[src/rtl/fir_avg_pkg.sv]
// Shared types and constants for the moving-average FIR output stage.
package fir_avg_pkg;

  localparam int FIR_DOUT_W = 24;
  localparam int SAMPLE_W   = 16;

  typedef enum logic {WARM, RUN} state_t;

  typedef logic signed [SAMPLE_W-1:0] sample_t;

  function automatic longint sat_max(input int width);
    return (longint'(1) <<< (width - 1)) - 1;
  endfunction

  function automatic longint sat_min(input int width);
    return -(longint'(1) <<< (width - 1));
  endfunction

endpackage

[src/rtl/fir_sync_fifo.sv]
// Show-ahead single-clock FIFO; a push into a full FIFO is taken only when a pop frees a slot
// in the same cycle. While empty, data_o repeats the last popped word.
module fir_sync_fifo #(
  parameter int WIDTH = 16,
  parameter int DEPTH = 8
) (
  input  logic                       clk,
  input  logic                       rst_n,
  input  logic                       push_i,
  input  logic                       pop_i,
  input  logic [WIDTH-1:0]           data_i,
  output logic [WIDTH-1:0]           data_o,
  output logic                       full_o,
  output logic                       empty_o,
  output logic [$clog2(DEPTH):0]     level_o
);

  localparam int AW = $clog2(DEPTH);
  localparam int LW = AW + 1;

  logic [WIDTH-1:0] mem [DEPTH];
  logic [AW-1:0]    wr_ptr_q, rd_ptr_q;
  logic [LW-1:0]    level_q;
  logic [WIDTH-1:0] last_q;
  logic             do_push, do_pop;

  assign empty_o = (level_q == '0);
  assign full_o  = (level_q == LW'(DEPTH));
  assign do_pop  = pop_i & ~empty_o;
  assign do_push = push_i & (~full_o | do_pop);
  assign level_o = level_q;

  always_ff @(posedge clk) begin
    if (do_push) mem[wr_ptr_q] <= data_i;
  end

  always_ff @(posedge clk or negedge rst_n) begin
    if (!rst_n) begin
      wr_ptr_q <= '0;
      rd_ptr_q <= '0;
      level_q  <= '0;
      last_q   <= '0;
    end else begin
      if (do_push) wr_ptr_q <= wr_ptr_q + 1'b1;
      if (do_pop) begin
        rd_ptr_q <= rd_ptr_q + 1'b1;
        last_q   <= mem[rd_ptr_q];
      end
      if (do_push && !do_pop)      level_q <= level_q + 1'b1;
      else if (do_pop && !do_push) level_q <= level_q - 1'b1;
    end
  end

  assign data_o = empty_o ? last_q : mem[rd_ptr_q];

endmodule

[src/rtl/fir_avg_decim_out.sv]
// FIR output stage: drop warm-up samples, decimate, round/saturate, then buffer
// results in a show-ahead FIFO read through a valid/ready stream.
module fir_avg_decim_out
  import fir_avg_pkg::*;
#(
  parameter int DIN_W      = FIR_DOUT_W,
  parameter int DOUT_W     = SAMPLE_W,
  parameter int SHIFT      = 0,
  parameter int DECIM      = 4,
  parameter int WARMUP     = 4,
  parameter int FIFO_DEPTH = 8
) (
  input  logic                          clk,
  input  logic                          rst_n,
  input  logic                          en,
  input  logic signed [DIN_W-1:0]       din,
  input  logic                          clr_flags,
  output logic                          m_valid,
  input  logic                          m_ready,
  output logic signed [DOUT_W-1:0]      m_data,
  output logic [$clog2(FIFO_DEPTH):0]   fifo_level,
  output logic                          ovf_sticky,
  output logic                          sat_sticky
);

  localparam int EW = DIN_W + 1;
  localparam int PW = (DECIM > 1) ? $clog2(DECIM) : 1;
  localparam int WW = (WARMUP > 0) ? $clog2(WARMUP + 1) : 1;
  localparam logic [PW-1:0] PHASE_LAST = PW'(DECIM - 1);
  localparam logic [WW-1:0] WARM_LAST  = WW'((WARMUP > 0) ? WARMUP - 1 : 0);
  localparam state_t        RESET_STATE = (WARMUP > 0) ? WARM : RUN;
  localparam logic signed [EW-1:0] SAT_HI = EW'(sat_max(DOUT_W));
  localparam logic signed [EW-1:0] SAT_LO = EW'(sat_min(DOUT_W));

  state_t                   state_q, state_d;
  logic [WW-1:0]            warm_q, warm_d;
  logic [PW-1:0]            phase_q, phase_d;
  logic                     select;
  logic signed [EW-1:0]     ext, t;
  logic                     sat_hi, sat_lo;
  logic signed [DOUT_W-1:0] sat_val;
  logic                     stage_valid_q;
  logic signed [DOUT_W-1:0] stage_data_q;
  logic                     ovf_q, ovf_d, sat_q, sat_d;
  logic                     ovf_set, sat_set;
  logic                     fifo_full, fifo_empty;

  always_comb begin
    state_d = state_q;
    warm_d  = warm_q;
    phase_d = phase_q;
    select  = 1'b0;
    case (state_q)
      WARM: if (en) begin
        if (warm_q == WARM_LAST) state_d = RUN;
        warm_d = warm_q + 1'b1;
      end
      RUN: if (en) begin
        select  = (phase_q == '0);
        phase_d = (phase_q == PHASE_LAST) ? '0 : phase_q + 1'b1;
      end
      default: state_d = RESET_STATE;
    endcase
  end

  // One extra bit of headroom so the rounding offset can never wrap.
  assign ext = {din[DIN_W-1], din};

  generate
    if (SHIFT > 0) begin : g_round
      localparam logic signed [EW-1:0] HALF = EW'(1 << (SHIFT - 1));
      assign t = (ext + HALF) >>> SHIFT;
    end else begin : g_pass
      assign t = ext;
    end
  endgenerate

  assign sat_hi  = (t > SAT_HI);
  assign sat_lo  = (t < SAT_LO);
  assign sat_val = sat_hi ? DOUT_W'(SAT_HI) : (sat_lo ? DOUT_W'(SAT_LO) : t[DOUT_W-1:0]);

  // Full implies non-empty, so a pop is possible exactly when m_ready is high.
  assign sat_set = select & (sat_hi | sat_lo);
  assign ovf_set = stage_valid_q & fifo_full & ~m_ready;
  assign sat_d   = sat_set | (sat_q & ~clr_flags);
  assign ovf_d   = ovf_set | (ovf_q & ~clr_flags);

  always_ff @(posedge clk or negedge rst_n) begin
    if (!rst_n) begin
      state_q       <= RESET_STATE;
      warm_q        <= '0;
      phase_q       <= '0;
      stage_valid_q <= 1'b0;
      stage_data_q  <= '0;
      ovf_q         <= 1'b0;
      sat_q         <= 1'b0;
    end else begin
      state_q       <= state_d;
      warm_q        <= warm_d;
      phase_q       <= phase_d;
      stage_valid_q <= select;
      if (select) stage_data_q <= sat_val;
      ovf_q         <= ovf_d;
      sat_q         <= sat_d;
    end
  end

  fir_sync_fifo #(
    .WIDTH (DOUT_W),
    .DEPTH (FIFO_DEPTH)
  ) u_fifo (
    .clk     (clk),
    .rst_n   (rst_n),
    .push_i  (stage_valid_q),
    .pop_i   (m_ready),
    .data_i  (stage_data_q),
    .data_o  (m_data),
    .full_o  (fifo_full),
    .empty_o (fifo_empty),
    .level_o (fifo_level)
  );

  assign m_valid    = ~fifo_empty;
  assign ovf_sticky = ovf_q;
  assign sat_sticky = sat_q;

endmodule

[config.mk]
export PLATFORM = sky130hd
export DESIGN_NAME = fir_avg_decim_out
export DESIGN_NICKNAME = d
export VERILOG_FILES = /design/src/rtl/fir_avg_pkg.sv /design/src/rtl/fir_sync_fifo.sv /design/src/rtl/fir_avg_decim_out.sv
export SDC_FILE = /design/constraint.sdc
export NUM_CORES = 1
export LEC_CHECK = 0
export BUFFER_PORTS_ARGS = -buffer_cell sky130_fd_sc_hd__buf_2
export CAP_MARGIN = 20
export CORE_UTILIZATION = 55
export CTS_CLUSTER_SIZE = 30
export DETAILED_ROUTE_END_ITERATION = 12
export PLACE_DENSITY = 0.74
export REMOVE_ABC_BUFFERS = 1
export SLEW_MARGIN = 20
export SYNTH_ARGS = -nofsm -noshare
export SYNTH_HDL_FRONTEND = slang
export SYNTH_SLANG_ARGS = --single-unit
[constraint.sdc]
create_clock -name clk -period 4.5 [get_ports clk]
set_input_delay 0.675 -clock clk [delete_from_list [all_inputs] [get_ports clk]]
set_output_delay 0.675 -clock clk [all_outputs]
set_load 0.02 [all_outputs]
==> results.md, run 1 <==
- Pre-CTS WS: between 1 and 1.5 ns
- Lkg Pwr: 3.02 nW
- Run status: finished, final reports clean
- CP cell instances: buf_4 -> mux4_2 -> mux2i_1 -> a21oi_1 -> buf_2
- Setup ws final: 1.12 ns
- DIE WIDTH: 117 um
- Final Max Tran Viols: 0
- Iteration count of the initial detailed-routing pass: 5
- Latest clock arrival within the worst-skew pair: ~0.42 ns
- Slowest cell delay on critical path: 0.75 ns
- PostCTS Resize Cnt: 0
- DR DRC count: 0
- PortBufs: 51
- Clock sinks: approximately 180
- IO Pins: 52
- GRT overflow: 0
- GRT Overall Usage: about 23%
- CP bufs+invs: 2
- Largest net degree at the start of global routing: 52
- Routed Antenna Nets: 0
- Post-synthesis register bit count: ~180
- Worst EP arrival: 2.71 ns
- Worst reg2reg setup slack: 1.22 ns
- Cells after synthesis: about 440
- Diodes inserted: 0
- Dpl cell area: 7610 sq um
- CORE AREA: 12700 sq um
- Initial antenna violation count: 0
- Cell Pwr Density: 692 nW/um^2
- CTS clk-pin slew, worst paths: ~0.060 ns
- Post-route cell area: 8150 sq um
- CTS buffer count: 17
- Synth Flop Type: edfxtp_1
- Routed WL: approximately 14 mm
- Max cap viols: 0
- Endpoints failing setup: 0
- Clock Path Buffers: 2
- First-pass GRT wire length: 21.8 mm
- CP Class: flip-flop to output port
- Fin. Hold Viols: 0
- Row count: 41
- Peak Freq: 296 MHz
- Total number of yosys warnings: 0
- Initial DRC Count: 377
- Die ar.: between 10000 and 15000 sq um
- EDFF count, synth: 128
- Post-route minimum period: between 3 and 4 ns
- Netlist cell types: 37
- Number of global-route vias before repair: 4096
- Via count: between 3000 and 4000
- Share of layout cells above drive strength 1: 25.3%
- Required time of the critical path: around 3.8 ns
- Final nets: 532
- CTS Hold Bufs: 0
- Post-CTS Setup Inserts: 0
- HP Class: input port to async pin
- Placer Congestion: between 0.6 and 0.7
- Sequential cell area: 5120 sq um
- DR WL/cell: 20.7 um
- Reg2reg end: u_fifo.level_o[3]
- CP Max Fanout: 18
- Fin crit share: 75.2%
- Fraction of registers with async set/reset: 28.5%
- FF-to-FF Start: u_fifo.level_o[0]
- RSZ-0062 raised after global routing: false
- Part of the Yosys area used for sequential elements: 70.8%
- Clk_skew: just under 0.008 ns
- Filler cells: 936
- CP startpoint kind: flip-flop
- Via density: ~5.8
- CP max-delay cell: dfrtp_2
- Die Height: about 120 um
- Worst-Margin Slew: 1.10 ns
- Crit. End Element: output port
- Root Buffer: clkbuf_16
- Critical path's top delay family: multiplexers
- VDD IR-drop max: ~0.37 mV
- Max-slew headroom: a little over a quarter
- Initial core utilization: 56.9%
- Mean Syn Cell Area: 16.5 sq um
- Detailed placement HPWL: 7.89 mm
- H-tree Lvls: 4
- Cell Area, Synth: 7230 sq um
- TritonCTS clock tree: done
- FF-to-FF path depth: 8
- Multi-input logic area: 1970 sq um
- Final TNS setup: 0 ns
- Synth-to-layout area growth: 12.7%
[cells in the final DEF (no fill, tap or decap), drive strengths merged]
cell and n:
edfxtp 128, buf 56, dfrtp 51, nand2 41, nor2 37, o21ai 35, mux4 32, clkbuf 24
a21oi 18, mux2i 17, ha 9, inv 8, xnor2 6, mux2 6, clkinv 6, nor3 6
nand2b 5, a21o 3, nand3 2, nor4 2, nand4 2, or3 1, o21a 1, or4 1
nor2b 1, o22ai 1, o32ai 1, xor2 1, a2111oi 1, o31ai 1, fa 1, bufinv 1
clkinvlp 1
[layer usage]
metal / global-route usage [%] / share of wire, % / vias up
met5: 0 / 0 / -
met4: 11.1 / 1.8 / 0
met3: 5.09 / 6.1 / 26
met2: 39.6 / 51 / 134
met1: 28.4 / 41 / 1980
li1: - / - / 1770
[cell type report]
| cell class | count | share of cell area, % |
|---|---|---|
| sequential | 179 | 62.8 |
| inverter | 8 | 0.368 |
| multi-input combinational | 231 | 24.2 |
| clock inverter | 8 | 0.752 |
| timing repair buffer | 56 | 3.68 |
| tap | 172 | 2.64 |
| clock buffer | 24 | 5.54 |
[kinds of logic after synthesis]
family	after synthesis	synth area share, %
DFF	179	70.8
and+or+nand+nor	98	5.93
AOI/OAI and AO/OA	61	4.67
muxes	55	13.2
buffers and inverters	29	2.70
adders and majority gates	10	1.83
xor gates and xnor gates	7	0.847
[sequential cells by signal (all words and copies together) (netlist names)]
signal and cells:
u_fifo.mem 128, sat_sticky 1, warm_q 3, stage_data_q 16, u_fifo.level_o 4, u_fifo.last_q 16
phase_q 2, u_fifo.wr_ptr_q 3, u_fifo.rd_ptr_q 3, ovf_sticky 1, stage_valid_q 1, state_q 1
[stage by stage]
stage / utilization [%] / hold WS (ns) / cells / power [mW]
6_report: 64.1 / 0.378 / 678 / 5.64
5_1_grt: 64.1 / 0.450 / 678 / 5.94
4_1_cts: 63.8 / 0.430 / 677 / 5.67
3_5_place_dp: 59.8 / 0.477 / 645 / 4.35
3_3_place_gp: 59.8 / 0.463 / 645 / 4.26
2_1_floorplan: - / 0.379 / 418 / 3.75
[Yosys cell counts (3+ instances only)]
library cell	count	share of area (%)
a21o_1	3	0.31
o21ai_2	3	0.36
nor3_1	6	0.42
a21oi_1	18	1.2
buf_6	5	0.78
o21ai_0	19	1.3
edfxtp_1	128	53
mux2i_1	17	2.4
ha_1	9	1.6
inv_1	8	0.42
nor2_1	37	1.9
clkbuf_1	5	0.26
nand2b_1	5	0.43
xnor2_1	6	0.73
o21ai_1	13	0.90
mux2_2	5	0.78
nand2_1	40	2.1
mux4_2	32	10
buf_2	8	0.55
dfrtp_1	51	18
[worst max path at each step]
| stage | slack (ns) | cells past startpoint | to | from |
|---|---|---|---|---|
| CTS | 1.00 | 5 | m_data[1] | u_fifo.rd_ptr_q[0] |
| global placement | 1.45 | 8 | u_fifo.level_o[3] | u_fifo.level_o[0] |
| floorplan | 1.36 | 3 | m_data[0] | u_fifo.rd_ptr_q[0] |
| finish | 1.12 | 5 | m_data[1] | u_fifo.rd_ptr_q[0] |
| detailed placement | 1.25 | 8 | u_fifo.level_o[3] | u_fifo.level_o[0] |
| global route | 0.85 | 5 | m_data[0] | u_fifo.rd_ptr_q[0] |
[where the power goes]
group / internal (mW) / switching (mW) / leakage, nW
Sequential: 2.22 / 0.415 / 1.79
Combinational: 0.762 / 0.930 / 0.980
Clock: 0.750 / 0.558 / 0.244
[worst reg2reg max path: stages, from the launching register on]
cell and delay, ns:
dfrtp_1 0.46, or4_4 0.78, nand2_8 0.33, ha_1 0.26, inv_1 0.13, ha_1 0.30, a21o_1 0.21, a2111oi_0 0.53
o31ai_1 0.15
No activity file was read; power rests on OpenSTA's default activity.
==> inputs of run 2 (changes only) <==
Settings changed: ABC_AREA set to 1, PLACE_DENSITY 0.74 to 0.73.
Clock period 4.5 ns to 3.25 ns, I/O delays scaled along.
==> run 2 against run 1 <==
Critical path depth stayed put. First-iteration DRC count grew 67%. Sequential power is 30% higher. Hold slack lost 0.32 ns. Setup slack lost 0.52 ns. Critical path type unchanged. Largest cell class unchanged.
==> results.md, run 2 <==
- Cells after synthesis: 836 (+90%)
- Initial antenna violation count: 0 (unchanged)
- DR DRC count: 0 (unchanged)
- Clock sinks: 179 (unchanged)
- GRT overflow: 0 (unchanged)
- HP Class: input port to async pin
- TritonCTS clock tree: done
- Biggest register: u_fifo.mem
- Post-route cell area: 9120 sq um (+12%)
- Routed WL: 17.4 mm (+24%)
- Diodes inserted: 0 (unchanged)
- Largest net degree at the start of global routing: 66 (+27%)
- Sequential cell area: 5120 sq um (about the same)
- Post-synthesis register bit count: 179 (unchanged)
- First-pass GRT wire length: 27.7 mm (+27%)
- Mean Syn Cell Area: 9.62 sq um (-42%)
- VDD IR-drop max: 0.464 mV (+25%)
- CP startpoint kind: flip-flop
- RSZ-0062 raised after global routing: false
- CTS clk-pin slew, worst paths: 0.07 ns (about the same)
- Row count: 43 (+4.9%)
- DR WL/cell: 16.0 um (-23%)
- CTS buffer count: 17 (unchanged)
- Fraction of registers with async set/reset: 28.5% (unchanged)
- Final nets: 931 (+75%)
- Initial core utilization: 57.1% (+0.21 points)
- Required time of the critical path: 2.76 ns (-1.07 ns)
- Crit. End Element: output port
- Peak Freq: 377 MHz
- CP Class: flip-flop to output port
- Run status: finished, final reports clean
- Cell Area, Synth: 8050 sq um (+11%)
- Clock Path Buffers: 2 (unchanged)
- IO Pins: 52 (unchanged)
- Post-route minimum period: 2.65 ns
- Netlist cell types: 28 (-24%)
- Final TNS setup: 0 ns (unchanged)
- Synth area leaders: edfxtp_1, dfrtp_1, nand2_1
- Final Max Tran Viols: 0 (unchanged)
- Share of layout cells above drive strength 1: 12.9% (-12 points)
- Via count: 5602 (+43%)
- Clk_skew: 0.00850 ns (+0.000716 ns)
- Most frequent cells in the layout: nand2_1, inv_1, edfxtp_1, nand3_1
- Synth Flop Type: edfxtp_1
- Max FFs per register: 128 (unchanged)
- Part of the Yosys area used for sequential elements: 63.6% (-7.1 points)
- PostCTS Resize Cnt: 0 (unchanged)
- Root Buffer: clkbuf_16
- Fin. Hold Viols: 0 (unchanged)
- Number of global-route vias before repair: 5356 (+31%)
- CP Max Fanout: 17 (-1)
- Endpoints failing setup: 0 (unchanged)
- Detailed placement HPWL: 9.65 mm (+22%)
- Placer Congestion: 0.778 (+11%)
- Biggest regs: u_fifo.mem (128), stage_data_q (16), u_fifo.last_q (16)
- Cell Pwr Density: 956 nW/um^2 (+38%)
- Filler cells: 1117 (+19%)
- Post-CTS Setup Inserts: 0 (unchanged)
- CORE AREA: 14100 sq um (+11%)
- Synth-to-layout area growth: 13.4%
- Iteration count of the initial detailed-routing pass: 5 (unchanged)
- Worst-Margin Slew: 0.809 ns (-0.294 ns)
- Die ar.: 15100 sq um (+11%)
- Lkg Pwr: 4.35 nW (+44%)
- Multi-input logic area: 2220 sq um (+12%)
- DIE WIDTH: 123 um (+5.4%)
- GRT Overall Usage: 25.8% (+2.6 points)
- Latest clock arrival within the worst-skew pair: 0.43 ns (about the same)
- Via density: 5.16 (-10%)
- Die Height: 123 um (+5.4%)
- Dpl cell area: 8460 sq um (+11%)
- Total power: 8.72 mW (+55%)
- Routed Antenna Nets: 0 (unchanged)
- Count leader, synth: nand2_1
- Max cap viols: 0 (unchanged)
- Commonest non-fill, non-tap cell in the layout: nand2_1
- Synth top cells by count: nand2_1, edfxtp_1, inv_1, nand3_1, dfrtp_1
- H-tree Lvls: 4 (unchanged)
- Area leader, netlist: edfxtp_1
- EDFF count, synth: 128 (unchanged)
- Synth top area share: 47.8% (-5.4 points)
- Max-slew headroom: 45.7% (+19 points)
- Worst EP arrival: 2.16 ns (-0.55 ns)
- PortBufs: 51 (unchanged)
- Initial DRC Count: 628 (+67%)
- Total number of yosys warnings: 0 (unchanged)
- Fin crit share: 81.6%
- CTS Hold Bufs: 0 (unchanged)
==> run 2: cell count changes after synthesis, moves of 10 or more <==
cell,previous run,this run
a21oi_1,18,1
buf_4,0,11
inv_1,8,128
mux2i_1,17,0
mux4_2,32,0
nand2_1,40,326
nand3_1,2,114
nor2_1,37,11
o21ai_0,19,9
o21ai_1,13,0
==> run 2: per-layer routing <==
metal | vias up | routed length, um | track usage [%]
li1 | 2745 | - | -
met1 | 2618 | 7390 | 33.6
met2 | 206 | 8480 | 42.7
met3 | 33 | 1130 | 5.26
met4 | 0 | 376 | 9.98
met5 | - | 0 | 0
==> run 2: critical path, stage by stage, from the launching register on <==
cell      delay, ns
dfrtp_1        0.35
clkinv_1       0.64
nand3_1        0.35
nand3_1        0.10
nand2_1        0.11
buf_2          0.18
==> run 2: power by group <==
| part | switching [mW] | leakage (nW) | internal, mW |
|---|---|---|---|
| combinational | 2.10 | 2.23 | 0.954 |
| sequential | 0.373 | 1.80 | 3.06 |
| clock | 0.817 | 0.316 | 1.42 |
| total | 3.29 | 4.35 | 5.43 |
==> run 2: worst paths after layout <==
check	end	from	slack, ns	depth (start not counted)
worst min-delay path	stage_data_q[3]	rst_n	0.06	1
worst max register to register	u_fifo.level_o[3]	u_fifo.level_o[0]	0.91	12
worst min register to register	u_fifo.last_q[3]	u_fifo.last_q[3]	0.48	2
max in group asynchronous	stage_data_q[8]	rst_n	2.61	2
min in group clk	state_q	en	0.29	3
worst max-delay path	m_data[12]	u_fifo.rd_ptr_q[2]	0.60	5
==> run 2: final cells by class <==
cell class / instances / share of cell area [%]
Multi-Input combinational cell: 493 / 24.3
Clock buffer: 22 / 5.20
Sequential cell: 179 / 56.2
Timing Repair Buffer: 68 / 4.36
Inverter: 133 / 5.53
Clock inverter: 10 / 1.98
Tap cell: 180 / 2.47
==> run 2: cell families after synthesis <==
kind of cell,synth area share [%]
simple gates,24.1
flops,63.6
buf+inv,8.80
compound gates,0.933
fa+ha+maj,1.65
xor+xnor,0.762
mux,0.140
==> run 2: stage by stage <==
step | util (%) | hold WS (ns) | setup WS (ns) | std cells
2_1_floorplan | - | 0.192 | 0.210 | 805
3_3_place_gp | 60.0 | 0.460 | 0.967 | 1053
3_5_place_dp | 60.0 | 0.465 | 0.898 | 1053
4_1_cts | 64.7 | 0.286 | 0.606 | 1085
5_1_grt | 64.7 | 0.118 | 0.437 | 1085
6_report | 64.7 | 0.0555 | 0.599 | 1085
